**config.mk**
```make
export PLATFORM = sky130hd
export DESIGN_NAME = sample_clk_monitor
export DESIGN_NICKNAME = d
export VERILOG_FILES = /design/src/rtl/sample_clk_monitor.sv
export SDC_FILE = /design/constraint.sdc
export NUM_CORES = 1
export LEC_CHECK = 0
export ABC_AREA = 1
export CAP_MARGIN = 20
export CORE_ASPECT_RATIO = 0.75
export CORE_MARGIN = 3
export CORE_UTILIZATION = 45
export CTS_CLUSTER_SIZE = 12
export DETAILED_ROUTE_END_ITERATION = 10
export DONT_BUFFER_PORTS = 1
export PLACE_DENSITY_LB_ADDON = 0.08
export SLEW_MARGIN = 20
export SYNTH_ARGS = -nofsm -noshare
export SYNTH_HDL_FRONTEND = slang
export SYNTH_SLANG_ARGS = --single-unit
```
**constraint.sdc**
```tcl
create_clock -name clk -period 5.4 [get_ports clk]
set_clock_uncertainty 0.2 [all_clocks]
set_input_delay 0.81 -clock clk [delete_from_list [all_inputs] [get_ports clk]]
set_output_delay 0.81 -clock clk [all_outputs]
set_load 0.01 [all_outputs]
```
**src/rtl/sample_clk_monitor.sv**
```systemverilog
// sample_clk_monitor
//   Receive side of the divided sample clock. The asynchronous inClk is
//   brought into the clk domain through a three-flop chain. One-cycle
//   rise/fall strobes are produced for the filter datapath. Every half-period
//   is measured in clk cycles, and a lock FSM tracks whether the measurement
//   stays inside the tolerance window. A sticky loss flag records any drop
//   out of lock.
//
// Ports
//   clk           in   system clock
//   rst           in   synchronous reset, active-low
//   inClk         in   divided sample clock, asynchronous to clk
//   clrErr        in   one-cycle pulse that clears lossErr
//   sampleStrobe  out  one-cycle pulse per inClk rising edge
//   fallStrobe    out  one-cycle pulse per inClk falling edge
//   halfPeriod    out  last accepted half-period measurement, in clk cycles
//   locked        out  high while the FSM is in LOCKED (one cycle behind the state)
//   lossErr       out  sticky, set when LOCKED is left for LOST
module sample_clk_monitor #(
  parameter int CNT_W    = 16,
  parameter int NOM_HALF = 261,
  parameter int TOL      = 4,
  parameter int LOCK_CNT = 4,
  parameter int TIMEOUT  = 522
) (
  input  logic             clk,
  input  logic             rst,
  input  logic             inClk,
  input  logic             clrErr,
  output logic             sampleStrobe,
  output logic             fallStrobe,
  output logic [CNT_W-1:0] halfPeriod,
  output logic             locked,
  output logic             lossErr
);

  localparam int GC_W = $clog2(LOCK_CNT + 1);

  localparam logic [CNT_W-1:0] CNT_MAX      = '1;
  localparam logic [CNT_W-1:0] GOOD_LO      = CNT_W'(NOM_HALF - TOL);
  localparam logic [CNT_W-1:0] GOOD_HI      = CNT_W'(NOM_HALF + TOL);
  localparam logic [CNT_W-1:0] TIMEOUT_LAST = CNT_W'(TIMEOUT - 1);
  localparam logic [GC_W-1:0]  LOCK_LAST    = GC_W'(LOCK_CNT - 1);

  typedef enum logic [1:0] {
    IDLE   = 2'd0,
    ACQ    = 2'd1,
    LOCKED = 2'd2,
    LOST   = 2'd3
  } state_t;

  state_t            state_reg;
  state_t            state_next;
  logic [GC_W-1:0]   good_cnt_reg;
  logic [GC_W-1:0]   good_cnt_next;
  logic [CNT_W-1:0]  half_cnt_reg;
  logic [CNT_W-1:0]  meas;
  logic              s1;
  logic              s2;
  logic              s3;
  logic              edge_hit;
  logic              rise;
  logic              fall;
  logic              good;
  logic              timeout;
  logic              capture;
  logic              loss_set;

  // s1 is the metastability catcher; edges are detected between s2 and s3.
  assign edge_hit = s2 ^ s3;
  assign rise     = s2 & ~s3;
  assign fall     = ~s2 & s3;

  // Measurement includes the edge cycle itself, so a toggle every N clks
  // yields meas == N. Saturates so a stalled clock never wraps to a "good" value.
  assign meas    = (half_cnt_reg == CNT_MAX) ? CNT_MAX : half_cnt_reg + CNT_W'(1);
  assign good    = (meas >= GOOD_LO) && (meas <= GOOD_HI);
  assign timeout = !edge_hit && (half_cnt_reg == TIMEOUT_LAST);

  // Synchroniser, strobes and half-period counter.
  always_ff @(posedge clk) begin
    if (!rst) begin
      s1           <= 1'b0;
      s2           <= 1'b0;
      s3           <= 1'b0;
      sampleStrobe <= 1'b0;
      fallStrobe   <= 1'b0;
      half_cnt_reg <= '0;
    end else begin
      s1           <= inClk;
      s2           <= s1;
      s3           <= s2;
      sampleStrobe <= rise;
      fallStrobe   <= fall;
      if (edge_hit) begin
        half_cnt_reg <= '0;
      end else if (half_cnt_reg != CNT_MAX) begin
        half_cnt_reg <= half_cnt_reg + CNT_W'(1);
      end
    end
  end

  // FSM state register (plus the acquisition counter that travels with it).
  always_ff @(posedge clk) begin
    if (!rst) begin
      state_reg    <= IDLE;
      good_cnt_reg <= '0;
    end else begin
      state_reg    <= state_next;
      good_cnt_reg <= good_cnt_next;
    end
  end

  // FSM next-state logic.
  always_comb begin
    state_next = state_reg;
    case (state_reg)
      IDLE: begin
        if (edge_hit) state_next = ACQ;
      end
      ACQ: begin
        if (edge_hit) begin
          if (good && (good_cnt_reg == LOCK_LAST)) state_next = LOCKED;
        end else if (timeout) begin
          state_next = IDLE;
        end
      end
      LOCKED: begin
        if ((edge_hit && !good) || timeout) state_next = LOST;
      end
      LOST: begin
        if (edge_hit) state_next = ACQ;
      end
      default: state_next = IDLE;
    endcase
  end

  // FSM output logic: acquisition count, measurement capture, loss event.
  // Measurements taken in IDLE/LOST span a gap and are thrown away.
  always_comb begin
    good_cnt_next = good_cnt_reg;
    capture       = 1'b0;
    loss_set      = 1'b0;
    case (state_reg)
      IDLE, LOST: begin
        if (edge_hit) good_cnt_next = '0;
      end
      ACQ: begin
        if (edge_hit) begin
          capture       = 1'b1;
          good_cnt_next = good ? good_cnt_reg + GC_W'(1) : '0;
        end
      end
      LOCKED: begin
        capture  = edge_hit;
        loss_set = (edge_hit && !good) || timeout;
      end
      default: ;
    endcase
  end

  // Registered outputs. A loss in the same cycle as clrErr wins.
  always_ff @(posedge clk) begin
    if (!rst) begin
      halfPeriod <= '0;
      locked     <= 1'b0;
      lossErr    <= 1'b0;
    end else begin
      if (capture) halfPeriod <= meas;
      locked <= (state_reg == LOCKED);
      if (loss_set) begin
        lossErr <= 1'b1;
      end else if (clrErr) begin
        lossErr <= 1'b0;
      end
    end
  end

endmodule

```
# Yosys cells after proc, flatten, opt, wreduce, memory -nomap -nowiden
# Index checks and enable logic that the tools add are counted.
# classes
eq_ne,12
order_cmp,2
addsub,2
mux,16
n_reduce_logical,14
bitwise_logic,6
# op_table
operator,n
$add A16 B1 Y16 const B,1
$eq A16 B10 Y1 const B,1
$eq A16 B16 Y1 const B,1
$ge A16 B9 Y1 const B,1
$le A16 B9 Y1 const B,1
$mux W16,1
$ne A16 B16 Y1 const B,1
$mux W2,5
$mux W3,3
$ne A3 B3 Y1 const B,2
$pmux W2 S3,1
$pmux W3 S2,1
$eq A2 B2 Y1 const B,2
$logic_and A1 B1 Y1,4
$mux W1,4
$ne A2 B2 Y1 const B,2
$reduce_and A4 Y1,1
$reduce_bool A2 Y1,2
$reduce_or A2 Y1,2
$add A3 B1 Y3 const B,1
$eq A3 B2 Y1 const B,1
$not A1 Y1,3
$reduce_and A3 Y1,1
$and A1 B1 Y1,2
7 further kinds,8
# word_totals
ff_bits,44
wordCells,63
output_inout_bits,20
inputBits,4

# Depth between registers and ports, before layout
# Gate-level depths: netlist of the first run.
# depth
ltp_word,9
mapped_depth,18
depth_no_buf,18

# Worst setup path after synthesis of the first run
# No wires, ideal clock.
# synth_path
kind,register -> register
start,reg half_cnt_reg[0]
end,reg state_reg[1]
setup_ps,113
path_slack_ps,3294
synth_period_minus_slack_ps,2106
required_ps,5087
arrival_ps,1793
path_buffers,0
path_stages_with_launch,16
cell_sequence,dfxtp_1 > ha_1 > nand2_1 > nor2_4 > nand2_4 > clkinv_4 > nand2_4 > nand3_1 > nor2_1 > nand2_1 > nor2_2 > nand4_1 > a21oi_2 > nand2_1 > nor2_1 > nor2_1
# synth_via
elab_chain_cells,9
word_cells_on_any_way,16
cone_classes,add/sub: 1; order compare: 2; eq/ne: 5; mux: 1; reduce/logical: 7
# synth_lines
item,line,source
start: declaration,56,logic [CNT_W-1:0] half_cnt_reg;
start signal: assignment,98,half_cnt_reg <= half_cnt_reg + CNT_W'(1);
$add A16 B1 Y16 / $eq A16 B16 Y1 (equally long branches),76,assign meas = (half_cnt_reg == CNT_MAX) ? CNT_MAX : half_cnt_reg + CNT_W'(1);
$mux W16,76,
$ge A16 B9 Y1 / $le A16 B9 Y1 (equally long branches),77,assign good = (meas >= GOOD_LO) && (meas <= GOOD_HI);
$logic_and A1 B1 Y1,77,
$logic_not A1 Y1,129,if ((edge_hit && !good) || timeout) state_next = LOST;
$logic_and A1 B1 Y1,129,
$logic_or A1 B1 Y1,129,
$ne A2 B2 Y1 (no line),--,
$reduce_and A4 Y1 (no line) (*),--,
end signal: assignment,109,state_reg <= state_next;
end: declaration,52,state_t state_reg;
# Every way passes the cells marked *; elsewhere a longest branch is shown, timed or not.
# A chain may end at the register's enable or synchronous reset.

# Worst setup path after layout of the first run
# Same ends and word-level chain as after synthesis.

==> flow_summary.ini, run 1 <==
[cts]
clk_latency_ns = 0.31
postCtsSetupBuffers = 0
path_clk_slew_ns = 0.09
numCtsBuffers = 5
cts_tree = built
h-tree-depth = 2
cts_root_buffer = clkbuf_8
cts.hold.buffers_added = 0
clockBufferDepth = 2
clock-sinks = 44
cts_resized = 0

[cells_and_area]
fin_nets = 360
syn2layout_area_growth_pct = 6.73
final_area_sq_mm = 0.00260
fillCellCount = 547
drive_above_1_share_pct = 12.1
n_antenna_cell = 0

[route]
met2_length_mm = 2.26
wl_met3_um = 472
final_antenna_net_count = 0
vias = 2101
firstDrtPassIters = 4
viasPerCell = 5.00
highest_layer = met4
finalWirelength_mm = 5.72
routedWlPerCell_um = 13.6
drt_iter0_markers = 125
wl_met1_mm = 2.91
drc = 0

[yosys]
synth_edf_count = 0
yosysTopAreaCell = dfxtp_1
ys_warn_count = 0
synth_top_area_share_pct = 36.2
netlist_area_sq_mm = 0.00243
synth_most_common_cell = nand2_1
ys_ff_latch = 44
netlist_instances = 347
synth_nets = 360
avgSynthCellArea_sq_um = 7.02
async_reset_ff_share_pct = 0
synth-seq-area-share_pct = 36.2
synthTopCellsByCount = 70 x nand2_1, 57 x inv_1, 47 x nor2_1
synth_area_leaders = dfxtp_1 36%, nand2_1 11%, inv_1 8.8%, nor2_1 7.2%, nand3_1 4.7%
synth_ff_type = dfxtp_1
ys_types = 32

[hold_path]
hp-class = flip-flop to flip-flop
hold_depth = 2

[global_route]
antenna_found_initial = 0
grt_max_degree = 30
grtUsageTotal_pct = 18.7
grt-ovfl-total = 0
grt_pass1_vias = 1917
grt_pass1_wl_mm = 9.54

[floorplan]
row_count = 22
dieWidth_um = 90.9
ios = 24
die_y_um = 69.7
initial_core_util_pct = 48.1
core_sq_mm = 0.00506
die_area_sq_mm = 0.00634

[placement]
placed_cell_area_sq_mm = 0.00247
portBuffers = 0
dp_hpwl_mm = 4.36
routabilityCongestion = 0.872

[power_and_ir_drop]
irDropWorstVdd_uv = 151
power.total_uw = 766
switching_share_pct = 29.8
p_per_area_mw_per_mm2 = 295
combPwrFrac_pct = 15.5
intPower_uw = 538
clkPwrFrac_pct = 34.5
p_switching_uw = 228
p_leak_nw = 1.25
power_frac_seq_pct = 50.0

[timing]
drv_slew = 0
period_minus_slack_ns = 2.52
finalHoldViolations = 0
slew_headroom_pct = 71.5
worst_slew_pin_slew_ns = 0.427
setup_violations = 0
tns_ns = 0
period_share_pct = 46.7
rsz0062_at_grt = no
max_freq_mhz = 396

[run_status]
status = finished, final reports clean

[setup_path]
timing.reg2reg.setup_slack_ns = 2.88
crit_required_ns = 5.41
worstSetupPathType = flip-flop to flip-flop
crit_fanout = 17
rr_worst_depth = 15
critPathCaptureType = flip-flop
worst_setup_path_start_kind = flip-flop
arrival_ns = 2.53

[flow_run]
max-cap-violations = 0
critical path, stage by stage (launching register included):
cell and delay, ns:
dfxtp_1 0.35, ha_1 0.24, nand2_1 0.12, nor2_4 0.06
nand2_4 0.10, clkinv_4 0.07, nand2_4 0.19, nand3_1 0.25
nor2_1 0.15, nand2_1 0.07, nor2_2 0.10, nand4_1 0.12
a21oi_2 0.18, nand2_1 0.09, nor2_1 0.09, nor2_1 0.05
cell type report:
| type | count | area [sq um] | share of cell area, % |
|---|---|---|---|
| Multi-Input combinational cell | 233 | 1260 | 48.6 |
| Sequential cell | 44 | 881 | 33.9 |
| Inverter | 62 | 238 | 9.15 |
| Tap cell | 72 | 90.1 | 3.47 |
| Clock buffer | 5 | 68.8 | 2.65 |
| Clock inverter | 3 | 46.3 | 1.78 |
| Timing Repair Buffer | 1 | 11.3 | 0.433 |
routing by layer:
| layer | GRT usage (%) | vias up |
|---|---|---|
| li1 | - | 1094 |
| met1 | 27.3 | 941 |
| met2 | 25.4 | 59 |
| met3 | 6.62 | 7 |
| met4 | 5.85 | 0 |
| met5 | 0 | - |
metrics by stage:
stage	std cells	hold slack, ns	util, %	worst slack (ns)
finish	420	0.224	51.3	2.88
global route	420	0.243	51.3	2.62
CTS	419	0.229	51.1	2.86
detailed placement	411	0.212	48.8	2.90
global placement	411	0.195	48.8	2.94
floorplan	347	0.190	-	3.29
cell families (layout without fill, tap and decap cells):
| group | count (synthesis) | after routing | share of synthesized area, % |
|---|---|---|---|
| buf+inv | 70 | 71 | 12.0 |
| fa+ha+maj | 9 | 9 | 4.62 |
| simple gates | 181 | 181 | 36.1 |
| compound gates | 40 | 40 | 9.66 |
| flops | 44 | 44 | 36.2 |
| xor+xnor | 3 | 3 | 1.39 |
path summary, 6_finish.rpt:
kind	endpoint	start
setup / recovery	state_reg[1]	half_cnt_reg[0]
hold / removal	s2	s1
setup reg to reg	state_reg[1]	half_cnt_reg[0]
hold reg to reg	s2	s1
power groups by stage:
| stage | combinational [mW] | clock [mW] | sequential, mW |
|---|---|---|---|
| global route | 0.138 | 0.283 | 0.387 |
| global placement | 0.115 | 0 | 0.392 |
| CTS | 0.117 | 0.271 | 0.384 |
| finish | 0.119 | 0.264 | 0.383 |
| floorplan | 0.0980 | 0 | 0.385 |
| detailed placement | 0.116 | 0 | 0.392 |
layout by cell type (no fill, tap or decap), types with 3 or more instances in the layout:
cell type / count
inv_1: 57
ha_1: 9
nand2_1: 70
clkbuf_8: 5
nor2_1: 46
nand3b_1: 3
nor2_2: 5
nand3_2: 6
o21ai_0: 14
a21oi_1: 12
dfxtp_1: 44
o211ai_1: 9
nand2_2: 8
nand4_1: 7
nand3_1: 23
nand2_4: 3
nor2_4: 6
Power figures use the tool's default switching activity.
==> inputs of run 2 (changes only) <==
- clock period: 5.4 -> 2.1 ns (I/O delays scaled with it)
==> run 2 against run 1 <==
The flow now finishes with violations (negative hold slack, negative setup slack). Sequential cell count stayed put. Non-clock buffer count increased by 57. Largest cell class unchanged. Cell count rose by 14%. Total power increased to 2.6 times the previous value. Sequential power rose to 2.6 times the previous value. First-iteration DRC count down 40%. Highest routed layer unchanged. Wire length grew 4.2%. Utilization increased by 11 points. Die area did not move. Worst setup slack worse by 3.0 ns.
==> flow_summary.ini, run 2 (synthesized netlist as in run 1, its figures left out) <==
[cells_and_area]
final_common_cell = nand2_1
layout_common_cells = 69 x nand2_1, 56 x inv_1, 48 x buf_4
n_antenna_cell = 0
fin_nets = 417
final_area_sq_mm = 0.00314
seqCellArea_sq_um = 893
syn2layout_area_growth_pct = 29.1
fin_cells = 477
multi_input_area_sq_mm = 0.00133
fillCellCount = 485
drive_above_1_share_pct = 26.2

[cts]
cts.hold.buffers_added = 8
clk_latency_ns = 0.30
cts_root_buffer = clkbuf_8
clock-sinks = 44
numCtsBuffers = 5
path_clk_slew_ns = 0.09
h-tree-depth = 2
cts_tree = built
clockBufferDepth = 2

[setup_path]
reg2reg_to = state_reg[1]
timing.reg2reg.setup_slack_ns = -0.09
crit_fanout = 10
critPathCaptureType = flip-flop
cp_cell_sequence = ha_4, nand2_2, nor2_4, nand2_4, clkinv_4, nand2_8, nand3_1, nor2_2, nand2_1, nor2_2, nand4_1, a21oi_2, nand2_1, nor2_1, nor2_1
crit_required_ns = 2.10
worstSetupPathType = flip-flop to flip-flop
r2r-start = half_cnt_reg[1]
worst_setup_path_start_kind = flip-flop
crit_slowest_cell = dfxtp_4
max_stage_delay_ns = 0.37
rr_worst_depth = 15
arrival_ns = 2.19

[flow_run]
max-cap-violations = 0

[route]
drt_iter0_markers = 75
vias = 2275
routedWlPerCell_um = 12.5
drc = 0
viasPerCell = 4.77
final_antenna_net_count = 0
firstDrtPassIters = 4
finalWirelength_mm = 5.96

[timing]
slew_headroom_pct = 73.9
max_freq_mhz = 456
period_minus_slack_ns = 2.19
rsz0062_at_grt = yes
period_share_pct = 104
drv_slew = 0
hold_slack_ns = -0.0716
finalHoldViolations = 16
worst_slew_pin_slew_ns = 0.387
setup_violations = 2
worst_slack_ns = -0.0926

[placement]
dpl.cell_count = 460
portBuffers = 0
routabilityCongestion = 0.876
dp_hpwl_mm = 4.73
placed_cell_area_sq_mm = 0.00286

[floorplan]
die_y_um = 69.7
dieWidth_um = 90.9
row_count = 22
die_area_sq_mm = 0.00634
ios = 24
initial_core_util_pct = 48.1
core_sq_mm = 0.00506

[run_status]
status = finished with violations
violations = negative hold slack, negative setup slack

[hold_path]
hp-start = rst
hp-class = input pin to flip-flop
worstHoldEndpoint = state_reg[0]
hold_depth = 2

[power_and_ir_drop]
p_leak_nw = 1.53
power.total_mw = 2.00
p_per_area_mw_per_mm2 = 636
irDropWorstVdd_uv = 493

[global_route]
antenna_found_initial = 0
grtUsageTotal_pct = 20.2
grt_max_degree = 29
grt_pass1_wl_mm = 10.3
grt_pass1_vias = 2200
grt-ovfl-total = 0
[run 2: cell types whose count changed in the layout (fill, tap and decap cells not counted), moves of 2 or more]
cell / delta
nand3_2: +3
dlygate4sd3_1: +8
dfxtp_4: +2
dfxtp_1: -6
buf_12: +2
nand3_1: -4
dfxtp_2: +4
buf_4: +48
[run 2: worst max-delay path by stage]
| stage | start | end | slack [ns] | cells after the start |
|---|---|---|---|---|
| floorplan | half_cnt_reg[1] | state_reg[1] | 0.002 | 16 |
| global placement | half_cnt_reg[0] | state_reg[1] | -0.13 | 15 |
| detailed placement | half_cnt_reg[1] | state_reg[1] | -0.18 | 15 |
| CTS | half_cnt_reg[1] | state_reg[1] | -0.07 | 15 |
| global route | half_cnt_reg[1] | state_reg[1] | -0.28 | 18 |
| finish | half_cnt_reg[1] | state_reg[1] | -0.09 | 15 |
[run 2: timing repair]
action,4_1_cts,5_1_grt
buffers inserted,1,0
pin swaps,7,2
gates cloned,0,0
setup endpoints to repair,6,6
hold endpoints to repair,23,16
gates resized for setup,13,6
[run 2: metrics by stage]
step / util (%) / hold slack, ns / worst slack [ns] / setup TNS [ns]
2_1_floorplan: - / 0.190 / 0.00212 / 0
3_3_place_gp: 56.5 / 0.196 / -0.133 / -0.264
3_5_place_dp: 56.5 / 0.199 / -0.183 / -0.453
4_1_cts: 61.9 / -0.0802 / -0.0703 / -0.124
5_1_grt: 62.1 / -0.0724 / -0.284 / -1.03
6_report: 62.1 / -0.0716 / -0.0926 / -0.146
[run 2: power breakdown]
group,internal (mW),switching (mW),total (mW)
registers,0.909,0.0772,0.986
logic,0.150,0.202,0.352
clock network,0.358,0.302,0.661
[run 2: routing by layer]
metal	track usage (%)	wire, um	share of wire [%]	vias to the layer above
met2	30.8	2600	44	42
met1	28.7	3000	50	1020
met3	4.45	250	4.2	10
met4	5.69	104	1.7	0
li1	-	-	-	1203
met5	0	0	0	-
[run 2: area by class of cell]
cell class,count,area share (%)
clock buffer,5,2.19
clock inverter,3,1.47
inverter,62,7.60
multi-input combinational,233,42.2
sequential,44,28.4
tap,72,2.87
timing repair buffer,58,15.3
[run 2: critical path, delay by kind of cell, from the launching register on]
family                   cells  cell delay [ns]
flip-flops                   1             0.37
AND/OR/NAND/NOR             12             1.09
AO/OA/AOI/OAI                1             0.18
adder cells (fa/ha/maj)      1             0.16
buffers and inverters        1             0.08
==> inputs of run 3 (changes only) <==
- CORE_MARGIN: 3 -> 1.5
==> run 3 against run 2 <==
The flow still finishes with violations (negative hold slack, negative setup slack). Critical path depth up 2. Total power up 3.7%. Sequential cell count unchanged. Non-clock buffer count up 15. Largest power group unchanged. Worst setup slack worse by 0.074 ns. Largest cell class unchanged. Maximum frequency down 3.3%.
==> flow_summary.ini, run 3 (synthesized netlist as in run 1, its figures left out) <==
[cts]
clk_latency_ns = 0.30
clock-sinks = 44
h-tree-depth = 2
cts_tree = built
numCtsBuffers = 5
cts.hold.buffers_added = 8
clockBufferDepth = 2
path_clk_slew_ns = 0.09
cts_root_buffer = clkbuf_8

[timing]
period_share_pct = 108
max_freq_mhz = 441
drv_slew = 0
rsz0062_at_grt = yes
hold_slack_ns = -0.0798
slew_headroom_pct = 70.5
setup_violations = 2
period_minus_slack_ns = 2.27
tns_ns = -0.323
worst_slew_pin_slew_ns = 0.439
worst_slack_ns = -0.166
finalHoldViolations = 16

[floorplan]
die_y_um = 66.7
dieWidth_um = 87.9
core_sq_mm = 0.00504
initial_core_util_pct = 48.3
ios = 24
die_area_sq_mm = 0.00587
row_count = 22

[cells_and_area]
drive_above_1_share_pct = 33.3
fillCellCount = 456
syn2layout_area_growth_pct = 37.5
utilization_pct = 66.4
layout_common_cells = 61 x nand2_1, 61 x buf_4, 56 x inv_1
n_antenna_cell = 0
final_area_sq_mm = 0.00335
fin_nets = 432
multi_input_area_sq_mm = 0.00142
seqCellArea_sq_um = 893

[route]
viasPerCell = 4.75
finalWirelength_mm = 6.14
final_antenna_net_count = 0
vias = 2338
firstDrtPassIters = 4
drt_iter0_markers = 159
routedWlPerCell_um = 12.5
drc = 0

[power_and_ir_drop]
p_switching_uw = 596
irDropWorstVdd_uv = 445
power_frac_seq_pct = 47.6
intPower_mw = 1.48
clkPwrFrac_pct = 33.3
p_leak_nw = 1.65
combPwrFrac_pct = 19.1
p_per_area_mw_per_mm2 = 619
switching_share_pct = 28.7

[hold_path]
hp-start = rst
hold_depth = 2
hp-class = input pin to flip-flop
worstHoldEndpoint = state_reg[0]

[placement]
routabilityCongestion = 0.914
place_ws_ns = -0.234
portBuffers = 0
placed_cell_area_sq_mm = 0.00290
dp_hpwl_mm = 4.61

[global_route]
grt_pass1_vias = 2284
grt_pass1_wl_mm = 10.6
antenna_found_initial = 0
grt-ovfl-total = 0
grtUsageTotal_pct = 23.5
grt_max_degree = 25

[run_status]
status = finished with violations
violations = negative hold slack, negative setup slack

[setup_path]
critPathCaptureType = flip-flop
rr_worst_depth = 17
cp_top_family = simple AND/OR/NAND/NOR gates
arrival_ns = 2.27
cp_cell_sequence = buf_6, nand2_4, nor2_4, buf_6, nand3_4, clkinv_2, buf_6, nand2_2, nand3_2, nor2_2, nand2_2, nor2_4, nand4_1, a21oi_2, nand2_2, nor2_1, nor2_1
crit_path_start = half_cnt_reg[1]
timing.reg2reg.setup_slack_ns = -0.17
r2r-start = half_cnt_reg[1]
worst_setup_path_start_kind = flip-flop
crit_slowest_cell = dfxtp_4
cp_num_buf_inv = 4
crit_fanout = 4
reg2reg_to = state_reg[1]
crit_required_ns = 2.11
worstSetupPathType = flip-flop to flip-flop
max_stage_delay_ns = 0.37

[flow_run]
max-cap-violations = 0
run 3: cell types whose count changed in the layout (fill, tap and decap cells not counted), moves of 4 or more:
cell,before,now
buf_6,0,4
nand3_1,19,15
nand2_1,69,61
buf_4,48,61
nor2_1,46,42
nand2_2,9,15
run 3: worst reg2reg max path, stage by stage, from the launching register on:
cell	delay, ns
dfxtp_4	0.37
buf_6	0.12
nand2_4	0.07
nor2_4	0.05
buf_6	0.13
nand3_4	0.07
clkinv_2	0.06
buf_6	0.11
nand2_2	0.05
nand3_2	0.09
nor2_2	0.14
nand2_2	0.07
nor2_4	0.08
nand4_1	0.09
a21oi_2	0.23
nand2_2	0.08
nor2_1	0.11
nor2_1	0.05
run 3: how the worst max path moves through the flow:
stage / to / slack (ns) / cells after the start
final: state_reg[1] / -0.17 / 17
after global routing: state_reg[1] / -0.36 / 17
after CTS: state_reg[1] / -0.12 / 18
after detailed placement: state_reg[0] / -0.23 / 16
after global placement: state_reg[0] / -0.22 / 16
after floorplan: state_reg[1] / 0.002 / 16
run 3: metal layers:
layer	GRT usage, %	vias to the layer above	part of all wire [%]
li1	-	1242	-
met3	5.58	13	5.0
met4	6.75	0	1.9
met2	37.2	45	44
met1	31.8	1038	49
met5	0	-	0
run 3: through the flow:
stage / cells / power [mW]
after global routing: 492 / 2.18
after CTS: 492 / 2.07
after floorplan: 347 / 1.24
after global placement: 467 / 1.33
after detailed placement: 467 / 1.33
final: 492 / 2.07
run 3: timing repair:
item | CTS | global route
setup endpoints to repair | 6 | 6
pin swaps | 18 | 12
hold endpoints to repair | 23 | 16
resized for setup | 36 | 12
buffers inserted | 10 | 0
run 3: area by class of cell:
type,instances,share of cell area (%)
Multi-Input combinational cell,233,42.4
Sequential cell,44,26.7
Timing Repair Buffer,73,17.4
Inverter,62,7.18
Tap cell,72,2.69
Clock buffer,6,2.47
Clock inverter,2,1.16
run 3: power groups by stage:
stage | Combinational [mW] | Sequential [mW] | Clock, mW
6_report | 0.395 | 0.987 | 0.690
5_1_grt | 0.448 | 0.998 | 0.729
4_1_cts | 0.381 | 0.987 | 0.699
3_5_place_dp | 0.329 | 1.00 | 0
3_3_place_gp | 0.326 | 1.00 | 0
2_1_floorplan | 0.252 | 0.991 | 0
==> variant 1, RTL diff (settings of run 3) <==
Set the parameter `LOCK_CNT` to 2 (it was 4).
--- a/src/rtl/sample_clk_monitor.sv
+++ b/src/rtl/sample_clk_monitor.sv
@@ -20,7 +20,7 @@
   parameter int CNT_W    = 16,
   parameter int NOM_HALF = 261,
   parameter int TOL      = 4,
-  parameter int LOCK_CNT = 4,
+  parameter int LOCK_CNT = 2,
   parameter int TIMEOUT  = 522
 ) (
   input  logic             clk,
Function: same outputs for any inputs over 10 cycles, from zero or initial values and one cycle with rst low; that may be too few to reach the edited logic, so the function may still have changed.
==> variant 1 against run 3 <==
  * The flow still finishes with violations (negative hold slack, negative setup slack)
  * Total power fell by 3.7%
  * Sequential cell count is 1 lower
  * Critical path type unchanged
  * Non-clock buffer count fell by 22
  * Worst setup slack got worse by 0.00082 ns
  * Routed wire length decreased by 5.7%
  * Final area fell by 13%
  * Cell count decreased by 13%
  * Synthesized cell count decreased by 9.5%
  * Synthesized area decreased by 7.1%
==> variant 1: results (changes against run 3) <==
| Metric | Value |
|---|---|
| # hold bufs at CTS | `6 (-2)` |
| GRT Util Overall | `22.8% (-0.74 points)` |
| Final hold violation count | `16 (unchanged)` |
| Slew HR | `72.0% (+1.5 points)` |
| Post-Synth Adder-Cell Area | `4.42% (-0.20 points)` |
| Compound-Gate Fraction of Synth Area | `11.2% (+1.5 points)` |
| Library cells used by synthesis | `31 (-3.1%)` |
| Failing checks | `negative hold slack, negative setup slack` |
| Vias in the first global route | `1972 (-14%)` |
| DR WL met3 | `465 µm (+50%)` |
| Worst Path Arrival | `2.27 ns (about the same)` |
| # nets final | `377 (-13%)` |
| First-pass GRT wire length | `9500 µm (-10%)` |
| Minimum hold slack | `-0.0812 ns (-0.00139 ns)` |
| Crit-path max FO | `5 (+1)` |
| Syn_nets | `326 (-9.4%)` |
| Final cell count without fillers | `426 (-13%)` |
| Initial DRC Count | `92 (-42%)` |
| HPWL Detailed | `4450 µm (-3.3%)` |
| Largest net degree at the start of global routing | `26 (+4.0%)` |
| Sequential fraction of the synthesis area | `38.1% (+1.9 points)` |
| PnR worst setup slack | `-0.167 ns (-0.000822 ns)` |
| Endpoints failing setup | `5 (+3)` |
| XOR/XNOR share of the synthesized area | `1.88% (+0.49 points)` |
| Outcome | `finished with violations` |
| Placed insts | `410 (-12%)` |
| Peak supply drop | `0.000540 V (+21%)` |
| Fill count | `456 (unchanged)` |
| Post-synth top cells | `65 x nand2_1, 53 x inv_1, 43 x dfxtp_1` |
| Routed len/inst | `13.6 µm (+8.9%)` |
| Routability cong. | `0.921 (+0.83%)` |
| Origin of the critical flop-to-flop path | `half_cnt_reg[4]` |
| Via Count | `2146 (-8.2%)` |
| Synth area leaders | `dfxtp_1 38%, nand2_1 11%, inv_1 8.8%, nor2_1 6.0%, ha_1 4.4%` |
| Setup_tns | `-0.667 ns (-0.344 ns)` |
| Async SR Flop Fraction | `0% (unchanged)` |
| Path depth of the worst reg2reg path | `13 (-4)` |
| Leak | `1.40 nW (-15%)` |
| Met2 WL | `2320 µm (-14%)` |
| Clk_lat worst skew | `0.30 ns (about the same)` |
| Met1 WL | `2880 µm (-4.7%)` |
| Worst Hold Path EP | `state_reg[1]` |
| Synth Instances | `314 (-9.5%)` |
| Post-synthesis mux area share | `0% (unchanged)` |
[variant 1: changes by cell type in the layout (fill, tap and decap cells not counted), moves of 3 or more]
cell            run 3  this run
nand2_2            15         3
nor3_1              2         5
nand3_2            11         6
buf_4              61        43
buf_6               4         0
nor2_1             42        33
nand3_4             3         0
nand3_1            15        18
inv_1              56        53
[variant 1: area by class of cell]
cell class | count | area (µm²) | share of cell area [%]
Sequential cell | 43 | 875 | 29.9
Multi-Input combinational cell | 210 | 1230 | 42.1
Clock buffer | 5 | 68.8 | 2.36
Timing Repair Buffer | 51 | 423 | 14.5
Inverter | 54 | 203 | 6.94
Tap cell | 60 | 75.1 | 2.57
Clock inverter | 3 | 46.3 | 1.59
[variant 1: metal layers]
| metal | GRT usage, % | vias up |
|---|---|---|
| met4 | 8.81 | 0 |
| li1 | - | 1101 |
| met2 | 32.6 | 58 |
| met3 | 6.72 | 15 |
| met1 | 32.1 | 972 |
| met5 | 0 | - |
[variant 1: worst max-delay path, cell delays in order, from the launching register on]
cell and delay, ns:
dfxtp_1 0.44, nand2_2 0.13, nor2_4 0.17, nand3_1 0.10
nand2_1 0.07, nand2_1 0.06, nor2_1 0.16, nand2_1 0.08
nor2_1 0.19, nand4_1 0.14, a21oi_2 0.22, nand3_1 0.10
nand2_1 0.07, nor2_1 0.03
[variant 1: timing repair]
action,4_1_cts,5_1_grt
hold endpoints to repair,22,16
endpoints found under the setup margin,5,5
pin swaps,6,3
gates resized for setup,12,5
buffers inserted,1,1
[variant 1: worst max-delay path by stage]
stage,cells after the start,slack [ns],from,to
floorplan,12,0.02,half_cnt_reg[1],state_reg[0]
global placement,14,-0.24,half_cnt_reg[0],state_reg[1]
detailed placement,14,-0.26,half_cnt_reg[0],state_reg[0]
CTS,13,-0.13,half_cnt_reg[1],state_reg[0]
global route,13,-0.31,half_cnt_reg[1],state_reg[1]
finish,13,-0.17,half_cnt_reg[4],state_reg[1]
[variant 1: metrics by stage]
step / utilization, % / setup slack (ns) / instance area [µm²]
4_1_cts: 59.3 / -0.131 / 2890
6_report: 59.9 / -0.167 / 2920
3_5_place_dp: 54.9 / -0.258 / 2670
5_1_grt: 59.9 / -0.315 / 2920
3_3_place_gp: 54.9 / -0.242 / 2670
2_1_floorplan: - / 0.0168 / 2280
[variant 1: cells by family (layout without fill, tap and decap cells)]
family / Yosys count / count (layout)
simple gates: 156 / 156
buf+inv: 61 / 113
flops: 43 / 43
compound gates: 42 / 42
fa+ha+maj: 8 / 8
xor+xnor: 4 / 4
[variant 1: report_power, final]
part | leakage, nW | switching, mW | internal [mW]
logic | 0.998 | 0.183 | 0.154
clock network | 0.0548 | 0.316 | 0.358
registers | 0.352 | 0.0888 | 0.896
total | 1.40 | 0.588 | 1.41
==> variant 2, RTL diff (config.mk and constraints of run 3) <==
Made on the original files. The 4 states of `state_t` get a one-hot encoding in 4 bits.
--- a/src/rtl/sample_clk_monitor.sv
+++ b/src/rtl/sample_clk_monitor.sv
@@ -42,11 +42,11 @@
   localparam logic [CNT_W-1:0] TIMEOUT_LAST = CNT_W'(TIMEOUT - 1);
   localparam logic [GC_W-1:0]  LOCK_LAST    = GC_W'(LOCK_CNT - 1);
 
-  typedef enum logic [1:0] {
-    IDLE   = 2'd0,
-    ACQ    = 2'd1,
-    LOCKED = 2'd2,
-    LOST   = 2'd3
+  typedef enum logic [3:0] {
+    IDLE   = 4'b0001,
+    ACQ    = 4'b0010,
+    LOCKED = 4'b0100,
+    LOST   = 4'b1000
   } state_t;
 
   state_t            state_reg;
Check against the original RTL: same outputs for any inputs over 10 cycles, from zero or initial values and one cycle with rst low; not proved beyond that.
==> variant 2 against run 3 <==
  * The run ends with negative setup slack left
  * Count of clock-buffer cells in the layout decreased by 1
  * Worst setup slack got worse by 0.034 ns
  * Final area decreased by 5.9%
  * Maximum frequency decreased by 1.5%
  * Routed wire length decreased by 4.4%
  * Synthesized area decreased by 4.7%
  * Total power increased by 0.89%
  * Via count decreased by 4.1%
  * Clock power decreased by 3%
  * Sequential cell count increased by 2
==> variant 2: results (changes against run 3) <==
| Metric | Value |
|---|---|
| Fill count | `453 (-0.66%)` |
| # hold bufs at CTS | `8 (unchanged)` |
| Vias/cell | `5.02 (+5.7%)` |
| Largest net degree at the start of global routing | `22 (-12%)` |
| Vias in the first global route | `2181 (-4.5%)` |
| Cts repair resizes | `19 (-47%)` |
| PnR worst setup slack | `-0.200 ns (-0.0339 ns)` |
| Path depth of the worst reg2reg path | `14 (-3)` |
| Outcome | `finished with violations` |
| Hold Crit Depth | `3 (+1)` |
| Worst-path clk slew | `0.09 ns (about the same)` |
| Synth warnings | `0 (unchanged)` |
| HPWL Detailed | `4310 µm (-6.4%)` |
| Post-synth EDFFs | `0 (unchanged)` |
| Routability cong. | `0.889 (-2.7%)` |
| Top FF cell, synth | `dfxtp_1` |
| # nets final | `395 (-8.6%)` |
| Initial antenna violation count | `0 (unchanged)` |
| Post-synth top cells | `65 x nand2_1, 51 x inv_1, 46 x dfxtp_1` |
| Routed len/inst | `13.2 µm (+5.5%)` |
| Synth Instances | `324 (-6.6%)` |
| Worst Path Arrival | `around 2.3 ns` |
| TritonRoute pass-1 iters | `4 (unchanged)` |
| Post-CTS Setup Bufs | `3 (-7)` |
| Crit-path max FO | `4 (unchanged)` |
| Port bufs | `0 (unchanged)` |
| Clock Tree Buf Depth | `2 (unchanged)` |
| Placed insts | `427 (-8.6%)` |
| Sequential fraction of the synthesis area | `39.7% (+3.5 points)` |
| Peak supply drop | `0.000461 V (+3.8%)` |
| Slew HR | `59.2% (-11 points)` |
| Failing checks | `negative setup slack` |
| Via Count | `2241 (-4.1%)` |
| First-pass GRT wire length | `10000 µm (-5.6%)` |
| Number of CTS-inserted buffers | `5 (unchanged)` |
| Worst hold-check path type | `primary input to flop` |
| GRT Util Overall | `22.7% (-0.88 points)` |
| Leak | `1.48 nW (-11%)` |
| Syn_nets | `334 (-7.2%)` |
| Initial DRC Count | `109 (-31%)` |
| Share of post-route cells with drive strength above 1 | `31.6% (-1.7 points)` |
| Switching Share | `30.0% (+1.2 points)` |
| Endpoints failing setup | `8 (+6)` |
| Synth area leaders | `dfxtp_1 40%, nand2_1 11%, inv_1 8.2%, nor2_1 6.8%, nand3_1 4.3%` |
-- variant 2: changes by cell type in the layout (fill, tap and decap cells not counted), moves of 3 or more --
cell	run 3	this run
a21oi_1	11	7
buf_4	61	48
buf_6	4	1
ha_1	8	5
inv_1	56	49
nand2_2	15	10
nand2_4	4	0
nand4_1	7	3
nor2_1	42	37
nor2_2	6	9
-- variant 2: path summary, 6_finish.rpt --
kind	to	slack, ns	start
min reg2reg	good_cnt_reg[2]	0.28	good_cnt_reg[2]
min	halfPeriod[10]	0.04	rst
max reg2reg	state_reg[0]	-0.20	half_cnt_reg[0]
max	state_reg[0]	-0.20	half_cnt_reg[0]
-- variant 2: final cells by class --
| cell class | instances | share of cell area [%] |
|---|---|---|
| sequential | 46 | 29.7 |
| timing repair buffer | 59 | 15.6 |
| multi-input combinational | 220 | 42.3 |
| inverter | 53 | 6.39 |
| clock buffer | 5 | 2.18 |
| clock inverter | 3 | 1.39 |
| tap | 60 | 2.38 |
-- variant 2: kinds of logic after synthesis --
| kind of cell | share of synthesized area [%] |
|---|---|
| adder cells (fa/ha/maj) | 3.23 |
| XOR/XNOR | 1.89 |
| flip-flops | 39.7 |
| buffers and inverters | 9.86 |
| AO/OA/AOI/OAI | 11.0 |
| AND/OR/NAND/NOR | 34.3 |
-- variant 2: critical path: stages (launching register included) --
cell and delay (ns):
dfxtp_4 0.39, ha_4 0.15, nand3_4 0.12, inv_4 0.12, nand3b_1 0.12, a21oi_2 0.16, nand2_1 0.09, nor2_2 0.15
nand2_2 0.07, nor2_4 0.11, nand3_2 0.09, a21oi_4 0.16, nand2_2 0.10, nand2_1 0.07, nand3_1 0.06
-- variant 2: metrics by stage --
step | instance area [µm²] | setup WS [ns] | TNS, ns | utilization (%) | power, mW
6_report | 3150 | -0.200 | -0.799 | 63.9 | 2.09
5_1_grt | 3150 | -0.354 | -1.86 | 63.9 | 2.21
4_1_cts | 3060 | -0.224 | -0.888 | 62.2 | 2.08
3_5_place_dp | 2780 | -0.203 | -0.812 | 56.4 | 1.39
3_3_place_gp | 2780 | -0.198 | -0.862 | 56.4 | 1.39
2_1_floorplan | 2350 | 0.0372 | 0 | - | 1.29
-- variant 2: per-layer routing --
metal,share of wire (%),up-vias,wire length (µm),track usage (%)
met5,0,-,0,0
met4,1.0,0,61,4.64
met3,6.1,10,357,5.15
met2,45,61,2660,37.9
met1,47,1019,2790,30.1
li1,-,1151,-,-
-- variant 2: power groups by stage --
stage	registers [mW]	clock network [mW]	logic, mW
final	0.985	0.670	0.436
after global routing	0.993	0.719	0.496
after CTS	0.982	0.684	0.410
after detailed placement	1.00	0	0.388
after global placement	1.00	0	0.385
after floorplan	0.993	0	0.302
